### src/rtl/seg7_scan_n.sv
// Multiplexed seven-segment scanner with frame-aligned double-buffered load,
// live leading-zero suppression and PWM brightness.
module seg7_scan_n #(
  parameter int NUM_DIGITS   = 8,
  parameter int DIGIT_PERIOD = 200_000,
  parameter int BRIGHT_W     = 4
) (
  input  logic                    clk,
  input  logic                    rst_n_i,
  input  logic [4*NUM_DIGITS-1:0] data_i,
  input  logic [NUM_DIGITS-1:0]   dp_i,
  input  logic [NUM_DIGITS-1:0]   blank_i,
  input  logic                    load_i,
  input  logic                    lz_en_i,
  input  logic [BRIGHT_W-1:0]     bright_i,
  output logic                    busy_o,
  output logic [6:0]              CAT,
  output logic                    DP_o,
  output logic [NUM_DIGITS-1:0]   AN
);

  localparam int CNT_W = $clog2(DIGIT_PERIOD);
  localparam int IDX_W = (NUM_DIGITS > 1) ? $clog2(NUM_DIGITS) : 1;

  logic [CNT_W-1:0]        cnt_q, cnt_d;
  logic [IDX_W-1:0]        idx_q, idx_d;
  logic [BRIGHT_W-1:0]     pwm_q, pwm_d;
  logic                    busy_q, busy_d;
  logic [4*NUM_DIGITS-1:0] pend_data_q, pend_data_d;
  logic [NUM_DIGITS-1:0]   pend_dp_q, pend_dp_d;
  logic [NUM_DIGITS-1:0]   pend_blank_q, pend_blank_d;
  logic [4*NUM_DIGITS-1:0] act_data_q, act_data_d;
  logic [NUM_DIGITS-1:0]   act_dp_q, act_dp_d;
  logic [NUM_DIGITS-1:0]   act_blank_q, act_blank_d;
  logic [NUM_DIGITS-1:0]   an_q, an_d;
  logic [6:0]              cat_q, cat_d;
  logic                    dp_q, dp_d;

  logic                    tick, last, frame_end;
  logic [NUM_DIGITS-1:0]   lz_blank;
  logic [3:0]              nib;
  logic                    dp_bit, blk, lzb, dark;
  logic [6:0]              seg;

  always_comb begin
    tick      = (cnt_q == CNT_W'(DIGIT_PERIOD - 1));
    last      = (idx_q == IDX_W'(NUM_DIGITS - 1));
    frame_end = tick && last;
    cnt_d     = tick ? '0 : cnt_q + CNT_W'(1);
    idx_d     = idx_q;
    if (tick) idx_d = last ? '0 : idx_q + IDX_W'(1);
    pwm_d        = pwm_q + BRIGHT_W'(1);
    busy_d       = busy_q;
    pend_data_d  = pend_data_q;
    pend_dp_d    = pend_dp_q;
    pend_blank_d = pend_blank_q;
    act_data_d   = act_data_q;
    act_dp_d     = act_dp_q;
    act_blank_d  = act_blank_q;
    // Promotion and a fresh capture may share the frame_end cycle.
    if (frame_end && busy_q) begin
      act_data_d  = pend_data_q;
      act_dp_d    = pend_dp_q;
      act_blank_d = pend_blank_q;
      busy_d      = 1'b0;
    end
    if (load_i && !busy_q) begin
      pend_data_d  = data_i;
      pend_dp_d    = dp_i;
      pend_blank_d = blank_i;
      busy_d       = 1'b1;
    end
  end

  always_comb begin
    logic all_zero;
    all_zero = 1'b1;
    lz_blank = '0;
    for (int k = NUM_DIGITS - 1; k >= 0; k--) begin
      all_zero    = all_zero && (act_data_q[4*k +: 4] == 4'h0);
      lz_blank[k] = lz_en_i && (k != 0) && all_zero;
    end
  end

  always_comb begin
    nib    = '0;
    dp_bit = 1'b0;
    blk    = 1'b0;
    lzb    = 1'b0;
    for (int i = 0; i < NUM_DIGITS; i++) begin
      if (idx_q == IDX_W'(i)) begin
        nib    = act_data_q[4*i +: 4];
        dp_bit = act_dp_q[i];
        blk    = act_blank_q[i];
        lzb    = lz_blank[i];
      end
    end
    dark = blk | lzb | (pwm_q > bright_i);
    unique case (nib)
      4'h0: seg = 7'h01;
      4'h1: seg = 7'h4F;
      4'h2: seg = 7'h12;
      4'h3: seg = 7'h06;
      4'h4: seg = 7'h4C;
      4'h5: seg = 7'h24;
      4'h6: seg = 7'h20;
      4'h7: seg = 7'h0F;
      4'h8: seg = 7'h00;
      4'h9: seg = 7'h04;
      4'hA: seg = 7'h08;
      4'hB: seg = 7'h60;
      4'hC: seg = 7'h31;
      4'hD: seg = 7'h42;
      4'hE: seg = 7'h30;
      4'hF: seg = 7'h38;
      default: seg = 7'h7F;
    endcase
    an_d = '1;
    for (int i = 0; i < NUM_DIGITS; i++)
      an_d[i] = dark | (idx_q != IDX_W'(i));
    cat_d = dark ? 7'h7F : seg;
    dp_d  = dark | ~dp_bit;
  end

  always_ff @(posedge clk) begin
    if (!rst_n_i) begin
      cnt_q        <= '0;
      idx_q        <= '0;
      pwm_q        <= '0;
      busy_q       <= 1'b0;
      pend_data_q  <= '0;
      pend_dp_q    <= '0;
      pend_blank_q <= '0;
      act_data_q   <= '0;
      act_dp_q     <= '0;
      act_blank_q  <= '0;
      an_q         <= '1;
      cat_q        <= 7'h7F;
      dp_q         <= 1'b1;
    end else begin
      cnt_q        <= cnt_d;
      idx_q        <= idx_d;
      pwm_q        <= pwm_d;
      busy_q       <= busy_d;
      pend_data_q  <= pend_data_d;
      pend_dp_q    <= pend_dp_d;
      pend_blank_q <= pend_blank_d;
      act_data_q   <= act_data_d;
      act_dp_q     <= act_dp_d;
      act_blank_q  <= act_blank_d;
      an_q         <= an_d;
      cat_q        <= cat_d;
      dp_q         <= dp_d;
    end
  end

  assign busy_o = busy_q;
  assign AN     = an_q;
  assign CAT    = cat_q;
  assign DP_o   = dp_q;

endmodule

### config.mk
export PLATFORM = sky130hd
export DESIGN_NAME = seg7_scan_n
export DESIGN_NICKNAME = d
export VERILOG_FILES = /design/src/rtl/seg7_scan_n.sv
export SDC_FILE = /design/constraint.sdc
export NUM_CORES = 1
export LEC_CHECK = 0
export ABC_AREA = 1
export BUFFER_PORTS_ARGS = -buffer_cell sky130_fd_sc_hd__buf_4
export CORE_MARGIN = 1.5
export CORE_UTILIZATION = 25
export CTS_CLUSTER_DIAMETER = 50
export CTS_CLUSTER_SIZE = 28
export DETAILED_ROUTE_END_ITERATION = 10
export GPL_TIMING_DRIVEN = 1
export PLACE_DENSITY = 0.52
export SLEW_MARGIN = 20
export SYNTH_ARGS = -nofsm -noshare
export SYNTH_HDL_FRONTEND = slang
export SYNTH_SLANG_ARGS = --single-unit
### constraint.sdc
create_clock -name clk -period 4.77 [get_ports clk]
set_input_delay 0.477 -clock clk [delete_from_list [all_inputs] [get_ports clk]]
set_output_delay 0.477 -clock clk [all_outputs]
set_load 0.05 [all_outputs]
==> results of run 1 <==
critical path: cells and delay by family, from the launching register on:
kind	cells	cell delay, ps
buffers and inverters	1	570
adders and majority gates	1	200
AOI/OAI and AO/OA	2	310
and+or+nand+nor	5	1250
DFF	1	350
cells in the final DEF (no fill, tap or decap), drive strengths merged:
cell and count:
nand2 143, dfxtp 138, a21oi 113, o21ai 109
inv 108, buf 75, nor2 52, nand3 29
clkbuf 21, ha 18, nor4 6, or2 6
clkinv 6, xor2 5, nand4 4, nor3b 3
nor3 3, clkinvlp 3, o21a 2, nand3b 2
a31o 1, o22ai 1, a211oi 1, xnor2 1
o221ai 1, a31oi 1, bufinv 1
metal layers:
metal	track usage	vias to the layer above
met5	0	-
met3	0.0343	13
met2	0.183	90
li1	-	2657
met1	0.168	2153
met4	0.0399	0
worst paths after layout:
check	depth (start not counted)	from	end	slack, ps
min reg2reg	1	cnt_q[0]	cnt_q[0]	450
min	3	load_i	busy_o	330
max	9	cnt_q[0]	act_dp_q[3]	1980
max reg2reg	9	cnt_q[0]	act_dp_q[3]	1980
cell type report:
class | count | area (sq um)
flip-flops and latches | 138 | 2760
inverters | 108 | 405
fillers | 2505 | 15600
multi-input cells | 501 | 2540
well taps | 313 | 392
clock inverters | 10 | 93.8
clock buffers | 21 | 460
repair buffers | 75 | 563
synthesized netlist by cell type (3+ instances only):
cell	number
sky130_fd_sc_hd__inv_1	104
sky130_fd_sc_hd__buf_4	4
sky130_fd_sc_hd__buf_2	7
sky130_fd_sc_hd__nand3_1	29
sky130_fd_sc_hd__nor3_1	3
sky130_fd_sc_hd__dfxtp_1	138
sky130_fd_sc_hd__nand2_2	7
sky130_fd_sc_hd__xor2_1	5
sky130_fd_sc_hd__nor3b_1	3
sky130_fd_sc_hd__or2_2	5
sky130_fd_sc_hd__ha_1	18
sky130_fd_sc_hd__a21oi_1	111
sky130_fd_sc_hd__inv_2	3
sky130_fd_sc_hd__clkbuf_1	21
sky130_fd_sc_hd__nor2_1	50
sky130_fd_sc_hd__nand2_1	135
sky130_fd_sc_hd__o21ai_0	109
sky130_fd_sc_hd__nor4_1	6
sky130_fd_sc_hd__nand4_1	4
per-stage QoR:
step	setup WS, ps	hold WS (ps)	util
3_3_place_gp	2030	431	0.292
6_report	1980	333	0.316
3_5_place_dp	1990	443	0.292
4_1_cts	1970	320	0.316
5_1_grt	1670	331	0.316
2_1_floorplan	2620	418	-
power groups by stage:
| stage | sequential [mW] | combinational (mW) | clock, mW |
|---|---|---|---|
| 6_report | 1.21 | 0.181 | 1.24 |
| 5_1_grt | 1.21 | 0.205 | 1.32 |
| 4_1_cts | 1.21 | 0.185 | 1.27 |
| 3_5_place_dp | 1.24 | 0.185 | 0 |
| 3_3_place_gp | 1.24 | 0.183 | 0 |
| 2_1_floorplan | 1.25 | 0.0891 | 0 |
cell families after synthesis:
kind of cell	Yosys count	synth area share
compound gates	229	0.202
xor+xnor	6	0.00894
fa+ha+maj	18	0.0383
buf+inv	143	0.0996
flops	138	0.470
simple gates	248	0.182
flip-flops by register name, summed over array words and instances (netlist names), 7 cells and up:
name / count
pend_data_q: 32
pend_blank_q: 8
pend_dp_q: 8
CAT: 7
act_data_q: 32
cnt_q: 18
AN: 8
act_blank_q: 8
act_dp_q: 8
==> impl_metrics.json, run 1 <==
{
  "min_tclk_post_route_ps": 2790,
  "min_period_over_period": 0.585,
  "total_power_mw": 2.63,
  "power_frac_seq": 0.460,
  "internal_power_mw": 2.01,
  "critPathSlowestCell": "sky130_fd_sc_hd__nor2_4",
  "route.antenna.remaining_nets": 0,
  "fp.coreArea_sq_um": 22800,
  "timing.max_slew.rel_slack": 0.405,
  "path_clk_slew_ps": 60,
  "insertedDiodeCount": 0,
  "ys_seq_area_frac": 0.470,
  "cts_inserted_buffers": 17,
  "grt_setup_unrepaired": "no",
  "number_of_synthesized_register_bits": 138,
  "yosysUniqueCellTypes": 36,
  "drc_violations_left": 0,
  "clock_power_share": 0.471,
  "tns_ps": 0,
  "path_cells": "ha_1 -> nand2_1 -> nor2_1 -> nand2_1 -> nand3b_2 -> nor2_4 -> buf_4 -> o21ai_0 -> a21oi_1",
  "max_freq_mhz": 358,
  "yosys_warnings": 0,
  "timing.critical_path.required_ps": 5120,
  "netlist.area_leader.share": 0.470,
  "post_drt_via_cell_ratio": 4.21,
  "cts.sink_count": 138,
  "post_synth_main_area_contributors": "sky130_fd_sc_hd__dfxtp_1 47%, sky130_fd_sc_hd__a21oi_1 9.4%, sky130_fd_sc_hd__o21ai_0 9.3%",
  "worstPathArrival_ps": 3140,
  "route.top_layer_used": "met4",
  "timing.clock.skew_ps": 8.93,
  "synth_async_sr_flop_share": 0,
  "ioPinCount": 73,
  "totalWireLength_microns": 14100,
  "drt-pass1-iter-count": 5,
  "vdd.ir_drop.worst_uv": 171,
  "cts_resized": 0,
  "synth_edf_count": 0,
  "p_comb_frac": 0.069,
  "routed_wire_length_per_instance_microns": 12.1,
  "finalHoldViolCount": 0,
  "power.share.switching": 0.237,
  "setup_viol": 0,
  "postPlaceCellArea_sq_um": 6660,
  "synthCells": 782,
  "status": "completed",
  "post_syn_nets": 856,
  "synthFlopType": "sky130_fd_sc_hd__dfxtp_1",
  "die-height_microns": 156,
  "grt-ovfl-total": 0,
  "p_leak_nw": 3.11,
  "drive_above_1_share": 0.149,
  "worstSetupEndpointType": "register",
  "num-nets-final": 915,
  "vias_in_the_first_global_route": 4686,
  "total_switching_power_mw": 0.622,
  "layoutNonFillerInstCount": 1166,
  "globalplace.congestion": 0.779,
  "tightest_slew_ps": 893,
  "timing.max_cap.violations": 0,
  "dieArea_sq_um": 24500,
  "start_util": 0.257,
  "holdBufCountCts": 0,
  "dpl.hpwl_microns": 9900,
  "synth.cell_area_sq_um": 5880,
  "worstSkewPairLatency_ps": 420,
  "ws_path_type": "reg -> reg",
  "vias": 4913,
  "track_usage": 0.122,
  "clock_tree.root_cell": "sky130_fd_sc_hd__clkbuf_16",
  "core.rowCount": 55,
  "grt_max_degree": 102,
  "startpoint_type": "register",
  "tritoncts": "done",
  "post_cts.repair.setup_buffers": 0,
  "final_max_slew_viol_count": 0,
  "area.growth.synth_to_final_pct": 22.7,
  "antenna_found_initial": 0,
  "routed-wl-met3_microns": 712,
  "clock_tree.buffer_depth": 2,
  "cpMostUsedCell": "sky130_fd_sc_hd__nand2_1",
  "dr_wl_met2_microns": 5930,
  "htree_num_levels": 4,
  "grt_first_pass_wirelength_microns": 23400,
  "die_width_microns": 156,
  "wirelength_met1_microns": 7330,
  "placement.io_buffers": 72,
  "cp_max_fo": 62,
  "place.detailed.instances": 1135,
  "final_area_sq_um": 7210,
  "hold_class": "in -> reg",
  "drt_iter0_markers": 250,
  "crit_path_max_incr_delay_ps": 590,
  "synth_largest_area_cell": "sky130_fd_sc_hd__dfxtp_1",
  "post_synthesis_area_per_instance_sq_um": 7.52,
  "power-per-cell-area_nw_per_um2": 364
}
(Power assumes the default switching activity.)
==> run 2: changes to the inputs <==
PLACE_DENSITY = 0.53   (was 0.52)
clock period = 2.36 ns   (was 4.77 ns; I/O delays follow)
==> run 2 against run 1 <==
Effect of this change: first-iteration DRC count is 4.8% lower; largest power group unchanged; clock skew hardly changed; critical endpoint is now CAT[3]; power is 110% higher.
==> impl_metrics.json, run 2 (synthesis results as in run 1) <==
{
  "track_usage": 0.122,
  "vias_in_the_first_global_route": 4769,
  "layoutNonFillerInstCount": 1187,
  "globalplace.congestion": 0.788,
  "post-route-util": 0.331,
  "power-per-cell-area_nw_per_um2": 733,
  "drt-pass1-iter-count": 5,
  "reg2reg_from": "idx_q[1]",
  "layout_common_cells": "136 x sky130_fd_sc_hd__dfxtp_1, 132 x sky130_fd_sc_hd__nand2_1, 111 x sky130_fd_sc_hd__a21oi_1, 108 x sky130_fd_sc_hd__o21ai_0, 99 x sky130_fd_sc_hd__inv_1",
  "min_period_over_period": 0.917,
  "place.detailed.instances": 1153,
  "path_clk_slew_ps": 60,
  "tightest_slew_ps": 448,
  "worstSetupEndpointType": "register",
  "timing.clock.skew_ps": 9.22,
  "htree_num_levels": 4,
  "status": "completed",
  "start_util": 0.257,
  "total_power_mw": 5.54,
  "area.growth.synth_to_final_pct": 28.5,
  "p_leak_nw": 3.25,
  "num-nets-final": 935,
  "layout_top_registers": "act_data_q (32), pend_data_q (32), cnt_q (18)",
  "core.rowCount": 55,
  "critical_path.reg2reg.endpoint": "CAT[3]",
  "cts.sink_count": 138,
  "r2r_slack_ps": 200,
  "min_tclk_post_route_ps": 2160,
  "path_cells": "inv_1 -> ha_2 -> inv_2 -> nor2_4 -> nand2_1 -> nand3_1 -> nand3_1 -> nand2_1 -> nand2_1 -> nand2_1 -> nand2_1 -> nand2_1 -> nand2_4 -> ha_4 -> inv_1 -> nand2_1 -> nand3_1 -> nand2_1 -> nand2_1",
  "antenna_found_initial": 0,
  "setup_viol": 0,
  "fp.coreArea_sq_um": 22800,
  "routed_wire_length_per_instance_microns": 12.0,
  "final_max_slew_viol_count": 0,
  "insertedDiodeCount": 0,
  "tns_ps": 0,
  "min_delay_path_depth": 3,
  "timing.max_cap.violations": 0,
  "layout.cells.most_common": "sky130_fd_sc_hd__dfxtp_1",
  "crit_path_max_incr_delay_ps": 360,
  "drive_above_1_share": 0.190,
  "holdBufCountCts": 0,
  "min_delay_worst_endpoint": "busy_o",
  "vdd.ir_drop.worst_uv": 375,
  "grt_max_degree": 81,
  "grt_setup_unrepaired": "no",
  "ioPinCount": 73,
  "dpl.hpwl_microns": 10200,
  "worstPathArrival_ps": 2470,
  "max_freq_mhz": 462,
  "drt_iter0_markers": 238,
  "finalHoldViolCount": 0,
  "die_width_microns": 156,
  "vias": 5042,
  "ws_path_type": "reg -> reg",
  "placement.io_buffers": 72,
  "timing.critical_path.required_ps": 2670,
  "tritoncts": "done",
  "fillerInstances": 2481,
  "critPathSlowestCell": "sky130_fd_sc_hd__dfxtp_4",
  "timing.hold.worst.start": "load_i",
  "cpMostUsedCell": "sky130_fd_sc_hd__nand2_1",
  "dieArea_sq_um": 24500,
  "clock_tree.buffer_depth": 2,
  "drc_violations_left": 0,
  "post_drt_via_cell_ratio": 4.25,
  "hold_class": "in -> reg",
  "cts_inserted_buffers": 17,
  "route.antenna.remaining_nets": 0,
  "startpoint_type": "register",
  "worst-r2r-cell-count": 19,
  "grt-ovfl-total": 0,
  "cp_max_fo": 6,
  "grt_first_pass_wirelength_microns": 23600,
  "totalWireLength_microns": 14300,
  "worstSkewPairLatency_ps": 420,
  "clock_tree.root_cell": "sky130_fd_sc_hd__clkbuf_16",
  "timing.max_slew.rel_slack": 0.701,
  "die-height_microns": 156
}
## run 2: cell types whose count changed in the layout (fill, tap and decap cells not counted), moves of 4 or more
| cell | change |
|---|---|
| sky130_fd_sc_hd__buf_12 | +5 |
| sky130_fd_sc_hd__buf_4 | +15 |
| sky130_fd_sc_hd__ha_1 | -7 |
| sky130_fd_sc_hd__ha_2 | +4 |
| sky130_fd_sc_hd__inv_1 | -4 |
| sky130_fd_sc_hd__inv_2 | +4 |
## run 2: layer usage
layer,up-vias,wire length (microns),track usage
met5,-,0,0
met4,0,153,0.0385
met3,12,686,0.0335
met2,86,6120,0.185
met1,2250,7300,0.166
li1,2694,-,-
## run 2: metrics by stage
stage,instance area (sq um),hold slack (ps),worst slack [ps]
after floorplan,5880,395,209
after global placement,6860,433,77.6
after detailed placement,6860,445,-21.1
after CTS,7470,59.9,20.8
after global routing,7560,84.2,12.6
final,7560,85.1,196
## run 2: timing repair
item,in CTS,in global routing
pin swaps,0,2
setup endpoints to repair,2,8
resized for setup,1,23
setup buffers,0,2
## run 2: worst max-delay path: cells and delay by family (launching register included)
family	cells	cell delay, ps
and+or+nand+nor	14	1030
adders and majority gates	2	480
DFF	1	360
buffers and inverters	3	180
## run 2: cell type report
cell class	count	area, sq um	area share
timing repair buffer	95	776	0.103
tap	313	392	0.0518
clock buffer	24	502	0.0664
multi-input combinational	501	2610	0.345
clock inverter	8	108	0.0142
sequential	138	2770	0.366
inverter	108	405	0.0536
## run 2: worst max-delay path by stage
stage | endpoint | start | cells past startpoint | slack (ps)
floorplan | CAT[3] | idx_q[2] | 18 | 210
global placement | CAT[3] | idx_q[0] | 18 | 80
detailed placement | CAT[3] | idx_q[0] | 18 | -20
CTS | CAT[3] | idx_q[0] | 18 | 20
global route | act_data_q[3] | cnt_q[0] | 9 | 10
finish | CAT[3] | idx_q[1] | 19 | 200
## run 2: where the power goes
part / switching, mW / internal (mW)
clock: 1.00 / 1.71
sequential: 0.0288 / 2.42
combinational: 0.228 / 0.157
total: 1.26 / 4.28
